`src/rtl/spike_packet_fifo_pkg.sv`:
```
// Spike packet FIFO: shared widths.
// Default packet width and occupancy counter width.
package spike_packet_fifo_pkg;

  localparam int SPIKE_DW    = 30;
  localparam int SPIKE_DEPTH = 4;
  localparam int SPIKE_CW    = $clog2(SPIKE_DEPTH + 1);

endpackage

```
`src/rtl/spike_packet_fifo_if.sv`:
```
// Spike packet FIFO: producer/consumer bus.
// The FIFO is the slave; the master drives packets and stall.
interface spike_packet_fifo_if
  import spike_packet_fifo_pkg::*;
#(
  parameter int DW = SPIKE_DW
);

  logic [DW-1:0] in_data;
  logic          in_valid;
  logic          in_ready;
  logic          out_stall;
  logic [DW-1:0] out_data;
  logic          out_en;

  modport master (
    output in_data,
    output in_valid,
    input  in_ready,
    output out_stall,
    input  out_data,
    input  out_en
  );

  modport slave (
    input  in_data,
    input  in_valid,
    output in_ready,
    input  out_stall,
    output out_data,
    output out_en
  );

endinterface

```
`src/rtl/spike_fifo_mem.sv`:
```
// Spike packet FIFO: storage array.
// Written on push, read asynchronously; contents survive reset.
module spike_fifo_mem #(
  parameter int DW    = 30,
  parameter int DEPTH = 4,
  parameter int PW    = $clog2(DEPTH)
) (
  input  logic          clk,
  input  logic          we,
  input  logic [PW-1:0] waddr,
  input  logic [DW-1:0] wdata,
  input  logic [PW-1:0] raddr,
  output logic [DW-1:0] rdata
);

  logic [DW-1:0] mem [DEPTH];

  always_ff @(posedge clk) begin
    if (we) mem[waddr] <= wdata;
  end

  assign rdata = mem[raddr];

endmodule

```
`src/rtl/spike_packet_fifo.sv`:
```
// Spike packet FIFO: pointers, occupancy, output register.
// Registered pop output; no bypass, so an empty FIFO adds a cycle.
module spike_packet_fifo
  import spike_packet_fifo_pkg::*;
#(
  parameter int DATA_WIDTH = SPIKE_DW,
  parameter int DEPTH      = SPIKE_DEPTH
) (
  input  logic                       clk,
  input  logic                       rst,
  input  logic                       flush,
  output logic [$clog2(DEPTH+1)-1:0] count,
  spike_packet_fifo_if.slave         bus
);

  localparam int PW = $clog2(DEPTH);
  localparam int CW = $clog2(DEPTH + 1);

  logic [PW-1:0]         wptr;
  logic [PW-1:0]         rptr;
  logic [CW-1:0]         cnt;
  logic [DATA_WIDTH-1:0] rdata;
  logic [DATA_WIDTH-1:0] odata;
  logic                  oen;
  logic                  full;
  logic                  push;
  logic                  pop;

  assign full = (cnt == CW'(DEPTH));
  assign push = bus.in_valid && !full && !flush;
  assign pop  = (cnt != '0) && !bus.out_stall && !flush;

  spike_fifo_mem #(
    .DW    (DATA_WIDTH),
    .DEPTH (DEPTH)
  ) u_mem (
    .clk   (clk),
    .we    (push),
    .waddr (wptr),
    .wdata (bus.in_data),
    .raddr (rptr),
    .rdata (rdata)
  );

  always_ff @(posedge clk or negedge rst) begin
    if (!rst) begin
      wptr  <= '0;
      rptr  <= '0;
      cnt   <= '0;
      oen   <= 1'b0;
      odata <= '0;
    end else if (flush) begin
      wptr <= '0;
      rptr <= '0;
      cnt  <= '0;
      oen  <= 1'b0;
    end else begin
      oen <= pop;
      if (pop) begin
        odata <= rdata;
        rptr  <= rptr + 1'b1;
      end
      if (push) wptr <= wptr + 1'b1;
      // Push and pop together leave occupancy unchanged.
      if (push && !pop)      cnt <= cnt + 1'b1;
      else if (pop && !push) cnt <= cnt - 1'b1;
    end
  end

  assign bus.in_ready = !full;
  assign bus.out_data = odata;
  assign bus.out_en   = oen;
  assign count        = cnt;

endmodule
```
`src/flat_wrapper.sv`:
```
// flat-port wrapper written by rule: the top's interface ports become plain ports
module spike_packet_fifo_flat import spike_packet_fifo_pkg::*;
#(
  parameter int DATA_WIDTH = SPIKE_DW,
  parameter int DEPTH      = SPIKE_DEPTH
)
  (clk, rst, flush, count, bus_in_data, bus_in_valid, bus_in_ready, bus_out_stall, bus_out_data, bus_out_en);
  spike_packet_fifo_if bus_i ();
  input  logic clk;
  input  logic rst;
  input  logic flush;
  output logic [$clog2(DEPTH+1)-1:0] count;
  input wire logic [$bits(bus_i.in_data)-1:0] bus_in_data;
  input wire logic [$bits(bus_i.in_valid)-1:0] bus_in_valid;
  output wire logic [$bits(bus_i.in_ready)-1:0] bus_in_ready;
  input wire logic [$bits(bus_i.out_stall)-1:0] bus_out_stall;
  output wire logic [$bits(bus_i.out_data)-1:0] bus_out_data;
  output wire logic [$bits(bus_i.out_en)-1:0] bus_out_en;
  assign bus_i.in_data = bus_in_data;
  assign bus_i.in_valid = bus_in_valid;
  assign bus_in_ready = bus_i.in_ready;
  assign bus_i.out_stall = bus_out_stall;
  assign bus_out_data = bus_i.out_data;
  assign bus_out_en = bus_i.out_en;
  spike_packet_fifo #(.DATA_WIDTH(DATA_WIDTH), .DEPTH(DEPTH)) u_core (.clk(clk), .rst(rst), .flush(flush), .count(count), .bus(bus_i));
endmodule
```
`config.mk`:
```
export PLATFORM = sky130hd
export DESIGN_NAME = spike_packet_fifo_flat
export DESIGN_NICKNAME = d
export VERILOG_FILES = /design/src/rtl/spike_packet_fifo_pkg.sv /design/src/rtl/spike_packet_fifo_if.sv /design/src/rtl/spike_fifo_mem.sv /design/src/rtl/spike_packet_fifo.sv /design/src/flat_wrapper.sv
export SDC_FILE = /design/constraint.sdc
export NUM_CORES = 1
export LEC_CHECK = 0
export CORE_MARGIN = 2
export CORE_UTILIZATION = 58
export CTS_BUF_LIST = sky130_fd_sc_hd__clkbuf_4 sky130_fd_sc_hd__clkbuf_8
export CTS_CLUSTER_SIZE = 40
export DETAILED_ROUTE_END_ITERATION = 12
export PLACE_DENSITY = 0.87
export SKIP_LAST_GASP = 1
export SYNTH_ARGS = -nofsm -noshare
export SYNTH_HDL_FRONTEND = slang
export SYNTH_HIERARCHICAL = 1
export SYNTH_SLANG_ARGS = --single-unit
```
`constraint.sdc`:
```
create_clock -name clk -period 4.35 [get_ports clk]
set_clock_uncertainty 0.15 [all_clocks]
set_input_delay 0.87 -clock clk [delete_from_list [all_inputs] [get_ports clk]]
set_output_delay 0.87 -clock clk [all_outputs]
set_load 0.02 [all_outputs]
```
==> out/results.ini, run 1 <==
[setup_path]
critical_path_class = in2reg
end_kind = flip-flop
worstPathMaxFanout = 23
arrival_ns = 3.08
crit_required_ns = 4.31
critPathLaunchType = input port

[place]
dp.cells = 484
dp_hpwl_microns = 6510
gp_congestion = 0.767
io_buffers = 69

[clock_network]
hold_buffers = 0
cts_buffers = 17
clockBufferDepth = 2
htreeDepth = 4
cts.clk_slew.worst_paths_ns = 0.08
cts_tree = done
cts_setup_buffers = 0
clk_latency_ns = 0.42
cts_root_buffer = clkbuf_8
clkSinkCount = 158
cts_resized = 0

[drt]
drc_errors = 0
num_vias = 2977
firstDrtPassIters = 4
wl_per_cell_microns = 21.2
viasPerCell = 5.77
drt_iter0_markers = 218
totalWireLength_microns = 10900
drtAntennaViolNets = 0

[power]
power.leakage_uw = 0.00261
peakVddDrop_uv = 302
p_per_area_nw_per_um2 = 540

[floorplanning]
coreArea_sq_um = 10400
dieHeight_microns = 108
rows = 37
die_w_microns = 108
initial_core_util_pct = 59.9
dieArea_sq_um = 11600
io_pins = 70

[yosys]
syn_area_sq_um = 6210
synth-seq-cells = 158
synth_seq_area_share_pct = 73.3
ys_types = 39
avgSynthCellArea_sq_um = 21.2
synth_cells = 293
synth_warnings = 6
syn-num-nets = 329

[layout]
layout_common_cells = 120 x edfxtp_1, 68 x clkdlybuf4s50_1, 37 x dfrtp_1, 30 x mux4_2, 29 x mux2_4
fin_nets = 403
syn2layout_area_growth_pct = 18.0
num_antenna_cells = 0
mostFrequentLayoutCell = edfxtp_1
fin_cells = 516
drive_gt1_share_pct = 28.4

[global_routing]
grt.total_usage_pct = 20.4
grt.overflow.total = 0
grt_pass1_wl_microns = 17100
grt_pass1_vias = 2987
grt_max_degree = 39
antenna_found_initial = 0

[timing]
finalHoldViolations = 0
period_minus_slack_ns = 3.12
slew_headroom_pct = 27.8
slew_viol_final = 0
setup_viol = 0
finalSetupTns_ns = 0
fmax_mhz = 320
fin_hold_ws_ns = 0.362
rsz0062_at_grt = no
min_period_over_period_pct = 71.8
tightestPinTransition_ns = 1.08

[job]
maxCapViolations = 0

[hold_path]
hold_path_class = reg2reg

[outcome]
status = finished, final reports clean

cell type report:
cell class                      instances  area (sq um)
Clock inverter                         10          90.1
Multi-Input combinational cell        115          1510
Timing Repair Buffer                   71           713
Sequential cell                       158          4560
Inverter                                4          15.0
Tap cell                              136           170
Clock buffer                           22           284
Fill cell                             614          3030
critical path, cell delays in order:
cell	delay [ns]
clkdlybuf4s50_1	0.65
inv_1	0.15
a21oi_1	0.21
nor2b_1	0.29
nor3b_4	0.61
buf_12	0.27
Yosys cell counts:
cell type | count | area, sq um
edfxtp_1 | 120 | 3600
dfrtp_1 | 38 | 951
mux4_2 | 30 | 676
mux2_4 | 29 | 435
a21oi_1 | 8 | 40.0
nor2_1 | 7 | 26.3
buf_6 | 5 | 56.3
clkbuf_1 | 4 | 15.0
inv_1 | 4 | 15.0
mux2_2 | 4 | 45.0
nor2b_1 | 4 | 25.0
or3_1 | 4 | 25.0
buf_12 | 3 | 60.1
buf_2 | 3 | 15.0
and3b_1 | 2 | 17.5
nand2_1 | 2 | 7.51
nand2b_1 | 2 | 12.5
nor3_1 | 2 | 10.0
o21ai_0 | 2 | 10.0
a211oi_1 | 1 | 7.51
a21boi_0 | 1 | 7.51
a22oi_1 | 1 | 7.51
a31o_2 | 1 | 8.76
a31oi_1 | 1 | 6.26
and3_1 | 1 | 6.26
buf_4 | 1 | 7.51
fa_1 | 1 | 20.0
nand3_1 | 1 | 5.00
nor3_2 | 1 | 10.0
nor3b_1 | 1 | 7.51
nor4bb_1 | 1 | 10.0
o211a_1 | 1 | 10.0
o211ai_1 | 1 | 7.51
o21a_1 | 1 | 7.51
o21bai_1 | 1 | 7.51
o221ai_1 | 1 | 8.76
or2_2 | 1 | 6.26
or3b_2 | 1 | 8.76
xnor2_1 | 1 | 8.76
per-layer routing:
metal  GRT usage, %  up-vias  share of wire, %  wire [microns]
li1               -     1315                 -               -
met1           29.0     1543                41            4530
met2           32.2      112                53            5750
met3           4.12        7               4.9             538
met4           7.23        0               1.0             112
met5              0        -                 0               0
logic make-up (layout without fill, tap and decap cells):
logic type / count (synthesis) / in the layout / synth area share, %
AOI/OAI and AO/OA: 20 / 20 / 2.07
xor gates and xnor gates: 1 / 1 / 0.141
adders and majority gates: 1 / 1 / 0.322
buffers and inverters: 20 / 107 / 2.72
DFF: 158 / 158 / 73.3
muxes: 63 / 63 / 18.6
and+or+nand+nor: 30 / 30 / 2.86
registers in the layout, indices dropped and copies added (netlist names):
signal               flops
u_core/bus.out_en        1
u_core/u_mem/mem       120
u_core/wptr              2
u_core/rptr              2
u_core/bus.out_data     30
u_core/count             3
final timing paths:
kind                                                     start                                   to  slack (ns)  cells after the start
setup reg to reg                   u_core/count[0]$_DFFE_PN0P_    u_core/u_mem/mem[0][24]$_DFFE_PP_        1.68                      5
min in group asynchronous                                  rst   u_core/bus.out_data[6]$_DFFE_PN0P_        0.44                      1
hold reg to reg            u_core/bus.out_data[28]$_DFFE_PN0P_  u_core/bus.out_data[28]$_DFFE_PN0P_        0.36                      1
setup / recovery                                  bus_in_valid    u_core/u_mem/mem[0][24]$_DFFE_PP_        1.23                      6
max in group asynchronous                                  rst           u_core/rptr[0]$_DFFE_PN0P_        2.97                      1
hold / removal             u_core/bus.out_data[28]$_DFFE_PN0P_  u_core/bus.out_data[28]$_DFFE_PN0P_        0.36                      1
where the power goes:
| group | total (uW) | switching (uW) | internal [uW] | leakage [uW] |
|---|---|---|---|---|
| clock | 994 | 493 | 501 | 0.000189 |
| sequential | 1960 | 143 | 1820 | 0.00155 |
| combinational | 1010 | 419 | 587 | 0.000869 |
| total | 3960 | 1050 | 2910 | 0.00261 |
stage by stage:
stage	power, uW	setup WS [ns]	cell area (sq um)	utilization, %
finish	3960	1.23	7340	70.7
detailed placement	3000	0.881	6960	67.1
global route	4130	1.11	7340	70.7
CTS	4000	1.29	7340	70.7
floorplan	2590	0.957	6220	-
global placement	2970	0.996	6960	67.1
Power figures use the tool's default switching activity.
==> run 2: changes to the inputs <==
--- a/config.mk
+++ b/config.mk
@@ -6,11 +6,11 @@
 export NUM_CORES = 1
 export LEC_CHECK = 0
 export CORE_MARGIN = 2
-export CORE_UTILIZATION = 58
+export CORE_UTILIZATION = 52
 export CTS_BUF_LIST = sky130_fd_sc_hd__clkbuf_4 sky130_fd_sc_hd__clkbuf_8
 export CTS_CLUSTER_SIZE = 40
 export DETAILED_ROUTE_END_ITERATION = 12
-export PLACE_DENSITY = 0.87
+export PLACE_DENSITY = 0.83
 export SKIP_LAST_GASP = 1
 export SYNTH_ARGS = -nofsm -noshare
 export SYNTH_HDL_FRONTEND = slang
==> constraint.sdc (replaced) <==
create_clock -name clk -period 2.6 [get_ports clk]
set_clock_uncertainty 0.15 [all_clocks]
set_input_delay 0.52 -clock clk [delete_from_list [all_inputs] [get_ports clk]]
set_output_delay 0.52 -clock clk [all_outputs]
set_load 0.02 [all_outputs]
==> out/results.ini, run 2 (synthesis results as in run 1) <==
[power]
p_per_area_nw_per_um2 = 885
peakVddDrop_uv = 655
power.leakage_uw = 0.00272

[place]
io_buffers = 69
gp_congestion = 0.715
postPlaceCellArea_sq_um = 7200
dp_hpwl_microns = 7070
dp_slack_ns = -0.0331

[setup_path]
slowest_stage = clkdlybuf4s50_1
critical_path_class = reg2out
crit_required_ns = 1.93
r2r-start = u_core/count[0]$_DFFE_PN0P_
r2r_slack_ns = 0.22
arrival_ns = 1.82
worstPathCellList = nor2_4, nand2_1, clkdlybuf4s50_1
critical-path-top-delay-family = buffers and inverters
worstPathMaxFanout = 10
critPathLaunchType = flip-flop
worst_r2r_endpoint = u_core/count[2]$_DFFE_PN0P_
path_buf_inv = 1
max_stage_delay_ns = 0.60
r2r_cells = 7
end_kind = output pin

[global_routing]
grt.overflow.total = 0
use_met1_pct = 23.7
grt.total_usage_pct = 18.7
grt_pass1_vias = 3254
grtUsageMet3_pct = 6.21
grt_use_met2_pct = 30.7
antenna_found_initial = 1
grt_max_degree = 39
grt-busiest-layer = met2
grt_pass1_wl_microns = 17600

[timing]
finalHoldViolations = 0
setup_viol = 0
slew_headroom_pct = 36.2
rsz0062_at_grt = no
slew_viol_final = 0
fmax_mhz = 402
tightestPinTransition_ns = 0.957
min_period_over_period_pct = 95.7
fin_ws_ns = 0.112
period_minus_slack_ns = 2.49

[job]
maxCapViolations = 0

[layout]
num_antenna_cells = 0
fill_cells = 766
postLayoutCellArea_sq_um = 7580
layout_common_cells = 120 x edfxtp_1, 68 x clkdlybuf4s50_1, 35 x dfrtp_1, 30 x mux4_2, 29 x mux2_4
fin_nets = 420
syn2layout_area_growth_pct = 22.0
largest_reg_flops = 120
regMostFlops = u_core/u_mem/mem
mostFrequentLayoutCell = edfxtp_1
drive_gt1_share_pct = 32.2

[floorplanning]
initial_core_util_pct = 53.7
dieHeight_microns = 113
io_pins = 70
rows = 39
dieArea_sq_um = 12800
coreArea_sq_um = 11600
die_w_microns = 113

[hold_path]
hold_path_class = in2async

[drt]
totalWireLength_microns = 10900
wl_per_cell_microns = 20.2
viasPerCell = 5.64
drt_iter0_markers = 211
num_vias = 3044
firstDrtPassIters = 4
drc_errors = 0
drtAntennaViolNets = 0

[clock_network]
cts_setup_buffers = 0
cts.clk_slew.worst_paths_ns = 0.09
cts_buffers = 17
clkSinkCount = 158
cts_tree = done
htreeDepth = 4
cts_root_buffer = clkbuf_8
clockBufferDepth = 2
hold_buffers = 0
clk_latency_ns = 0.45

[outcome]
status = finished, final reports clean

-- run 2: layer usage --
metal	routed length [microns]	up-vias	share of wire [%]
met1	4540	1589	42
met2	5720	87	52
met4	133	2	1.2
met3	516	14	4.7
li1	-	1352	-
met5	13	-	0.12
-- run 2: worst max-delay path by stage --
stage / startpoint / slack [ns] / cells past startpoint / endpoint
floorplan: bus_in_valid / 0.05 / 5 / u_core/u_mem/mem[0][0]$_DFFE_PP_
global placement: bus_out_stall / 0.07 / 8 / u_core/count[2]$_DFFE_PN0P_
detailed placement: bus_out_stall / -0.03 / 8 / u_core/count[2]$_DFFE_PN0P_
CTS: u_core/count[0]$_DFFE_PN0P_ / 0.04 / 3 / bus_in_ready
global route: u_core/count[1]$_DFFE_PN0P_ / 0.02 / 3 / bus_in_ready
finish: u_core/count[1]$_DFFE_PN0P_ / 0.11 / 3 / bus_in_ready
-- run 2: per-stage QoR --
step / power [uW] / hold WS (ns) / utilization [%] / instances / TNS, ns
after global placement: 5040 / 0.344 / 62.3 / 508 / 0
after detailed placement: 5090 / 0.343 / 62.3 / 508 / -0.0331
final: 6710 / 0.0652 / 65.5 / 540 / 0
after CTS: 6780 / 0.0670 / 65.5 / 540 / 0
after global routing: 7010 / 0.118 / 65.5 / 540 / 0
after floorplan: 4330 / 0.0744 / - / 293 / 0
-- run 2: power by group --
| part | switching [uW] | internal [uW] | total, uW |
|---|---|---|---|
| logic | 719 | 1030 | 1750 |
| registers | 241 | 3040 | 3290 |
| clock network | 895 | 780 | 1670 |
-- run 2: what timing repair did --
action                                  4_1_cts  5_1_grt
endpoints found under the setup margin        1        3
pin swaps                                     0        0
resized for setup                             2        2
-- run 2: area by class of cell --
| cell class | count | area, sq um | area share, % |
|---|---|---|---|
| clock buffers | 19 | 249 | 3.28 |
| clock inverters | 13 | 116 | 1.54 |
| flip-flops and latches | 158 | 4560 | 60.1 |
| inverters | 4 | 15.0 | 0.198 |
| repair buffers | 88 | 941 | 12.4 |
| multi-input cells | 115 | 1520 | 20.1 |
| well taps | 143 | 179 | 2.36 |
-- run 2: worst register-to-register path, cell delays in order (launching register included) --
cell      delay (ns)
dfrtp_2         0.51
nor3_4          0.30
nor2_1          0.09
nor3_1          0.20
fa_1            0.27
nor2b_1         0.22
mux2_2          0.36
a211oi_1        0.21
